--- config.mk ---
export PLATFORM = sky130hd
export DESIGN_NAME = cpu_sequencer
export DESIGN_NICKNAME = d
export VERILOG_FILES = /design/src/rtl/cpu_sequencer.sv
export SDC_FILE = /design/constraint.sdc
export NUM_CORES = 1
export LEC_CHECK = 0
export BUFFER_PORTS_ARGS = -buffer_cell sky130_fd_sc_hd__buf_4
export CORE_AREA = 2 2 39 41
export DETAILED_ROUTE_END_ITERATION = 8
export DIE_AREA = 0 0 41 43
export PLACE_DENSITY = 0.51
export SYNTH_ARGS = -nofsm -noshare
export SYNTH_HDL_FRONTEND = slang
export SYNTH_SLANG_ARGS = --single-unit
--- constraint.sdc ---
create_clock -name clk -period 1.3 [get_ports clk]
set_input_delay 0.26 -clock clk [delete_from_list [all_inputs] [get_ports clk]]
set_output_delay 0.26 -clock clk [all_outputs]
set_load 0.005 [all_outputs]
--- src/rtl/cpu_sequencer.sv ---
// cpu_sequencer: 8-phase instruction sequencer for the accumulator CPU.
// Steps through address/fetch/decode/execute phases, inserts MEM_LAT wait
// cycles on memory fetch phases and decodes the memory, IR, accumulator and
// program-counter strobes from the phase, opcode and zero flag.
// Optional feature macro: CTRL_HALT_STOP_EN (HLT freezes the sequencer until
// resume is pulsed). Without it, HLT only raises a one-phase halt flag.
module cpu_sequencer #(
    parameter int MEM_LAT = 0
) (
    input  logic       clk,
    input  logic       rst,
    input  logic       en,
    input  logic [2:0] opcode,
    input  logic       zero,
    input  logic       resume,
    output logic [2:0] phase,
    output logic       mem_rd,
    output logic       load_ir,
    output logic       inc_pc,
    output logic       load_pc,
    output logic       load_ac,
    output logic       mem_wr,
    output logic       halt
);

`ifdef CTRL_HALT_STOP_EN
    localparam bit HALT_STOP = 1'b1;
`else
    localparam bit HALT_STOP = 1'b0;
`endif

    localparam int WAIT_W = (MEM_LAT < 1) ? 1 : $clog2(MEM_LAT + 1);
    localparam logic [WAIT_W-1:0] WAIT_LOAD = WAIT_W'(MEM_LAT);
    localparam logic [WAIT_W-1:0] WAIT_ONE  = WAIT_W'(1);

    typedef enum logic [2:0] {
        INST_ADDR  = 3'd0,
        INST_FETCH = 3'd1,
        INST_LOAD  = 3'd2,
        IDLE       = 3'd3,
        OP_ADDR    = 3'd4,
        OP_FETCH   = 3'd5,
        ALU_OP     = 3'd6,
        STORE      = 3'd7
    } phase_e;

    typedef enum logic [2:0] {
        OP_HLT = 3'd0,
        OP_SKZ = 3'd1,
        OP_ADD = 3'd2,
        OP_AND = 3'd3,
        OP_XOR = 3'd4,
        OP_LDA = 3'd5,
        OP_STO = 3'd6,
        OP_JMP = 3'd7
    } opcode_e;

    phase_e            phase_q, phase_d;
    logic [WAIT_W-1:0] wait_q, wait_d;
    logic              halted_q, halted_d;

    logic isHlt, isSkz, isSto, isJmp, aluOp;

    // Opcode classification used by both the sequencing and the strobe decode
    always_comb begin
        isHlt = (opcode == OP_HLT);
        isSkz = (opcode == OP_SKZ);
        isSto = (opcode == OP_STO);
        isJmp = (opcode == OP_JMP);
        aluOp = (opcode == OP_ADD) || (opcode == OP_AND) ||
                (opcode == OP_XOR) || (opcode == OP_LDA);
    end

    // State register: phase, memory wait counter and halted flag
    always_ff @(posedge clk or posedge rst) begin
        if (rst) begin
            phase_q  <= INST_ADDR;
            wait_q   <= '0;
            halted_q <= 1'b0;
        end else begin
            phase_q  <= phase_d;
            wait_q   <= wait_d;
            halted_q <= halted_d;
        end
    end

    // Next state: a halted sequencer only listens to resume; otherwise an
    // enabled cycle either burns a wait count or moves to the next phase,
    // arming the wait counter when a memory fetch phase is entered
    always_comb begin
        phase_d  = phase_q;
        wait_d   = wait_q;
        halted_d = halted_q;
        if (HALT_STOP && halted_q) begin
            if (resume) begin
                halted_d = 1'b0;
            end
        end else if (en) begin
            if (wait_q != '0) begin
                wait_d = wait_q - WAIT_ONE;
            end else if (HALT_STOP && (phase_q == OP_ADDR) && isHlt) begin
                phase_d  = OP_FETCH;
                halted_d = 1'b1;
            end else begin
                phase_d = phase_e'(phase_q + 3'd1);
                if ((phase_d == INST_FETCH) || ((phase_d == OP_FETCH) && aluOp)) begin
                    wait_d = WAIT_LOAD;
                end
            end
        end
    end

    // Strobe decode from the registered phase; everything but mem_rd and
    // halt is qualified by en so a frozen cycle never acts on PC, IR or AC
    always_comb begin
        mem_rd  = 1'b0;
        load_ir = 1'b0;
        inc_pc  = 1'b0;
        load_pc = 1'b0;
        load_ac = 1'b0;
        mem_wr  = 1'b0;
        halt    = 1'b0;
        if (HALT_STOP && halted_q) begin
            halt = 1'b1;
        end else begin
            case (phase_q)
                INST_ADDR: begin
                end
                INST_FETCH: begin
                    mem_rd = 1'b1;
                end
                INST_LOAD, IDLE: begin
                    mem_rd  = 1'b1;
                    load_ir = en;
                end
                OP_ADDR: begin
                    inc_pc = en;
                    halt   = isHlt;
                end
                OP_FETCH: begin
                    mem_rd = aluOp;
                end
                ALU_OP: begin
                    mem_rd  = aluOp;
                    load_ac = en & aluOp;
                    inc_pc  = en & isSkz & zero;
                    load_pc = en & isJmp;
                end
                STORE: begin
                    load_ac = en & aluOp;
                    mem_wr  = en & isSto;
                    load_pc = en & isJmp;
                end
                default: begin
                end
            endcase
        end
    end

    assign phase = phase_q;

endmodule

# After elaboration in Yosys (flattened, before gate mapping)
# Index checks and enable logic that the tools add are counted.
# Widths: inputs -> output; s select.
[word_totals]
reg_bits = 4
latchBits = 0
mem_bits_rw = 0
mem_bits_ro = 0
in_bits = 8
out_inout_bits = 10
wordCells = 41
memories = 0
[classes]
n_addsub = 2
multipliers = 0
div = 0
order_cmp = 0
eq_ne = 14
shifts = 0
mux = 8
n_bitwise = 6
reduce_logical = 9
[op_table]
columns = ["operator", "count"]
rows = [
  ["$eq 3x3->1 const B", 8],
  ["$eq 3x2->1 const B", 4],
  ["$eq 3x1->1 const B", 2],
  ["$mux 1", 6],
  ["$reduce_or 2->1", 3],
  ["$and 1x1->1", 5],
  ["$pmux 1 s2", 2],
  ["$add 3x1->3 const B", 1],
  ["$logic_not 3->1", 1],
  ["$logic_or 1x1->1", 3],
  ["$reduce_or 3->1", 1],
  ["$reduce_and 2->1", 1],
  ["$not 1->1", 1],
  ["$sub 1x1->1 const B", 1],
]

# Logic depth before layout (Yosys ltp)
# Gate-level depths: netlist (run 1).
[depth]
depth_word = 6
mapped_depth = 4
ltp_nobuf = 4

# Worst setup path before layout (run 1)
# OpenSTA, ideal clock, no wires.
[synth_timing]
path_kind = "reg-to-output"
startpoint = "register phase_q[0], in the netlist phase[0]"
endpoint = "output mem_rd"
arrival_time_ps = 1013
required_ps = 1040
slack_ps = 27
path_stages_with_launch = 5
path_buffers = 0
cell_sequence = "dfrtp_1 ha_1 ha_1 nor3_1 a31oi_1"
[synth_via]
elab_chain_len = 3
elab_cells_between_ends = 8
cone_classes = "eq/ne: 5; mux: 1; reduce/logical: 2"
[synth_rtl]
columns = ["element", "line_no", "rtl"]
rows = [
  ["start, declared", "58", "phase_e phase_q, phase_d;"],
  ["start signal, assigned", "81", "phase_q <= phase_d;"],
  ["$eq 3x2->1, or another cell as far along", "126", "case (phase_q)"],
  ["$reduce_or 3->1 (no source line) or $reduce_or 2->1 (tied branches)", "-", ""],
  ["$pmux 1 s2 (*)", "126", ""],
  ["end, declared", "17", "output logic mem_rd,"],
]
# Mark *: on every way between the ends. The rest lies on a longest branch, timed or not.

# Worst setup path after layout (run 1)
# Same ends and word-level chain as after synthesis.

==> impl_metrics.toml, run 1 <==
[outcome]
status = "finished with violations"
violations = "negative setup slack"

[synth]
synth_most_common_cell = "ha_1"
syn-cell-area_um2 = 293
syn_nets = 51
ys.flop_type = "dfrtp_1"
netlist.area_leader.share = 0.256
yosys-top-cells-count = "ha_1, inv_1, nand2_1, nand3_1"
synth_top_area_cell = "dfrtp_1"
synth_edf_count = 0
async_reset_ff_frac = 1.00
post_synth.cell_area_avg_um2 = 7.91
ys.warnings.count = 0
synthesis.instances = 37
synthTopCellsByArea = "dfrtp_1, ha_1, nand3_1"
ys_ff_latch = 3
synth_cell_types = 16
ys_seq_area_frac = 0.256

[placed_design]
portBuffers = 16
hpwl_um = 586
dpl_cell_area_um2 = 465
globalplace.congestion = 0.687
preCtsSetupSlack_ns = -0.118
placed_cells = 73

[pwr]
clkPwrFrac = 0.139
pwr-share-seq = 0.155
peakVddDrop_v = 0.000885
power_density_mw_per_mm2 = 2000
switching_share = 0.377
p_int_mw = 0.738
p_switching_mw = 0.447
p_comb_frac = 0.706
p_leak_nw = 0.287

[finish]
largest_reg_flops = 3
final_cells = 81
area_growth_pct = 103
final_nets = 80
drive_gt1_frac = 0.554
diodes = 0
num-fill-cells = 145
design_area_um2 = 593
utilization = 0.429

[grt]
grt_usage = 0.110
grt_max_degree = 11
grt_overflow = 0
grt_pass1_vias = 319
antenna_found_initial = 0
grt_pass1_wl_um = 1320

[route]
drcViolationCount = 0
vias_per_cell = 4.25
wirelength_um = 876
antenna_left = 0
num_vias = 344
dr.pass1.iters = 2
drt_iter0_markers = 4
wl_per_cell_um = 10.8

[cts]
h-tree-depth = 1
cts_tree = "yes"
path_clk_slew_ns = 0.04
clk_path_buf_depth = 2
root_buffer = "clkbuf_4"
clk_latency_ns = 0.23
cts_buffers = 3
cts.sink_count = 3

[floorplanning]
die_h_um = 43
num_rows = 14
num_io_pins = 18
die_area_mm2 = 0.00176
coreArea_mm2 = 0.00138
die-width_um = 41
initial_utilization = 0.212

[sta]
hold_violations = 0
rsz0062_at_grt = "yes"
hold_slack_ns = 0.300
max_freq_mhz = 612
fin_ws_ns = -0.335
fin_skew_ns = 0.00422
max-slew-margin-rel = 0.851
drv_slew = 0
finalCritPeriodShare = 1.26
setup_viol = 9
worstMarginPinSlew_ns = 0.222
period_needed_ns = 1.64

[worst_setup_path]
arrival_ns = 1.38
critPathKind = "flop to output port"
start_kind = "flop"
required_ns = 1.04
critPathLaunch = "phase[0]"
worstSetupEndpointType = "output port"
cp_max_fo = 2
r2r_start = "phase[1]"

[worst_hold_path]
hp-class = "primary input to flop"
hold_start = "en"

[flow_run]
cap_violations = 0
-- power groups by stage --
stage	combinational, mW	clock (mW)	sequential, mW
2_1_floorplan	0.222	0	0.212
3_3_place_gp	0.558	0	0.190
3_5_place_dp	0.560	0	0.195
4_1_cts	0.767	0.169	0.182
5_1_grt	0.941	0.173	0.195
6_report	0.837	0.165	0.184
-- final timing paths --
path | slack, ns | endpoint | cells past startpoint
setup / recovery | -0.34 | mem_rd | 6
hold / removal | 0.30 | phase[2] | 2
setup reg to reg | 0.21 | phase[2] | 3
hold reg to reg | 0.61 | phase[2] | 2
max in group asynchronous | 0.72 | phase[1] | 3
min in group asynchronous | 0.45 | phase[0] | 3
-- worst max-delay path, cell delays in order, from the launching register on --
cell,delay [ns]
dfrtp_1,0.39
buf_6,0.13
buf_6,0.11
ha_4,0.15
nor3_4,0.15
a31oi_1,0.06
buf_4,0.14
-- metal layers --
| metal | share of wire | up-vias | global-route usage |
|---|---|---|---|
| met5 | 0 | - | 0 |
| met4 | 0 | 0 | 0.0600 |
| met3 | 0.090 | 0 | 0 |
| met2 | 0.51 | 15 | 0.178 |
| met1 | 0.40 | 150 | 0.139 |
| li1 | - | 179 | - |
-- timing repair --
action                                  4_1_cts  5_1_grt
endpoints found under the hold margin         3        0
gates cloned                                  0        0
setup buffers                                 3        1
resized for setup                            14        4
pin swaps                                     4        3
hold buffers                                  1        0
endpoints found under the setup margin        7        9
-- layout make-up --
class,count,area [um^2],area share
Multi-Input combinational cell,28,249,0.420
Timing Repair Buffer,25,201,0.340
Sequential cell,3,75.1,0.127
Clock buffer,4,26.3,0.0443
Inverter,5,21.3,0.0359
Tap cell,16,20.0,0.0338
-- logic make-up after synthesis --
family / after synthesis / share of synthesized area
fa+ha+maj: 6 / 0.256
simple gates: 16 / 0.274
compound gates: 4 / 0.0726
buf+inv: 6 / 0.0812
flops: 3 / 0.256
xor+xnor: 2 / 0.0598
-- per-stage QoR --
step                total power, mW  TNS (ns)
detailed placement            0.754    -0.246
global route                   1.31     -2.23
floorplan                     0.434         0
global placement              0.748    -0.240
CTS                            1.12     -1.65
finish                         1.19     -1.71
-- cells in the final DEF, fill, tap and decap left out, drive strengths merged --
cell         Yosys  final
buf              1     24
clkbuf           0      4
nor2             3      3
nand4bb          1      1
xor2             1      1
and3             1      1
nor4             1      1
dlygate4sd3      0      1
nand2            4      4
inv              5      5
a21oi            1      1
ha               6      6
xnor2            1      1
nor3             2      2
nand3            4      4
o21ai            2      2
dfrtp            3      3
a31oi            1      1
Power figures use the tool's default switching activity.
==> run 2, diff against run 1 <==
==> constraint.sdc (replaced) <==
create_clock -name clk -period 1.8 [get_ports clk]
set_input_delay 0.36 -clock clk [delete_from_list [all_inputs] [get_ports clk]]
set_output_delay 0.36 -clock clk [all_outputs]
set_load 0.005 [all_outputs]
==> impl_metrics.toml, run 2 (synthesis gave the netlist of run 1 again) <==
[cts]
h-tree-depth = 1
cts_buffers = 3
cts_tree = "yes"
cts.sink_count = 3
path_clk_slew_ns = 0.03
clk_path_buf_depth = 2
clk_latency_ns = 0.23
root_buffer = "clkbuf_4"

[pwr]
peakVddDrop_v = 0.000542
p_leak_nw = 0.255
power_density_mw_per_mm2 = 1300
p_total_mw = 0.645

[sta]
setup_viol = 0
max-slew-margin-rel = 0.839
period_needed_ns = 1.70
fin_ws_ns = 0.103
fin_skew_ns = 0.000102
drv_slew = 0
hold_slack_ns = 0.392
rsz0062_at_grt = "no"
worstMarginPinSlew_ns = 0.239
finalCritPeriodShare = 0.943
tns_ns = 0
hold_violations = 0
max_freq_mhz = 589

[placed_design]
hpwl_um = 533
placed_cells = 68
preCtsSetupSlack_ns = 0.229
globalplace.congestion = 0.666
portBuffers = 16
dpl_cell_area_um2 = 428

[route]
wirelength_um = 711
vias_per_cell = 4.09
wl_per_cell_um = 9.36
drcViolationCount = 0
antenna_left = 0
dr.pass1.iters = 4
num_vias = 311
drt_iter0_markers = 3

[grt]
grt_max_degree = 11
grt_pass1_wl_um = 1120
grt_pass1_vias = 278
antenna_found_initial = 0
grt_overflow = 0
grt_usage = 0.0925

[finish]
drive_gt1_frac = 0.433
utilization = 0.359
design_area_um2 = 497
final_nets = 75
diodes = 0
final_cells = 76
area_growth_pct = 69.7
most-common-layout-cells = "buf_4, inv_1, ha_1"
largest_reg_flops = 3
mostFrequentLayoutCell = "buf_4"

[floorplanning]
die_h_um = 43
die_area_mm2 = 0.00176
die-width_um = 41
initial_utilization = 0.212
coreArea_mm2 = 0.00138
num_io_pins = 18
num_rows = 14

[worst_setup_path]
cp_max_fo = 4
start_kind = "flop"
required_ns = 1.44
worstSetupEndpointType = "output port"
arrival_ns = 1.34
critPathKind = "flop to output port"

[worst_hold_path]
hp-class = "primary input to flop"

[flow_run]
cap_violations = 0

[outcome]
status = "finished, final reports clean"
==> run 2: final timing paths <==
| kind | depth (start not counted) | slack, ns | from | end |
|---|---|---|---|---|
| setup / recovery | 5 | 0.10 | phase[0] | mem_rd |
| hold / removal | 2 | 0.39 | en | phase[2] |
| setup reg to reg | 3 | 0.70 | phase[0] | phase[2] |
| hold reg to reg | 2 | 0.63 | phase[0] | phase[0] |
| max in group asynchronous | 3 | 1.09 | rst | phase[1] |
| min in group asynchronous | 3 | 0.56 | rst | phase[0] |
==> run 2: critical path: stages, from the launching register on <==
cell and delay (ns):
dfrtp_1 0.40, ha_2 0.20, ha_1 0.20, nor3_2 0.10
a31oi_1 0.06, buf_4 0.14
==> run 2: layer usage <==
metal / global-route usage / vias up / part of all wire
li1: - / 169 / -
met1: 0.110 / 127 / 0.44
met2: 0.144 / 15 / 0.44
met3: 0.0157 / 0 / 0.11
met4: 0.0600 / 0 / 0
met5: 0 / - / 0
==> run 2: layout make-up <==
type                            instances  area [um^2]
Tap cell                               16         20.0
Clock buffer                            4         26.3
Timing Repair Buffer                   20          153
Sequential cell                         3         77.6
Inverter                                5         18.8
Multi-Input combinational cell         28          201
Fill cell                             152          887
==> run 2: report_power, final <==
part	leakage (nW)	switching, mW	internal [mW]
combinational	0.207	0.160	0.217
sequential	0.0327	0.0497	0.106
clock	0.0150	0.0305	0.0828
total	0.255	0.240	0.406
==> run 2: repair_timing <==
action,CTS,global route
hold buffers,1,0
pin swaps,0,1
setup buffers,3,0
endpoints found under the setup margin,1,1
resized for setup,1,3
endpoints found under the hold margin,3,0
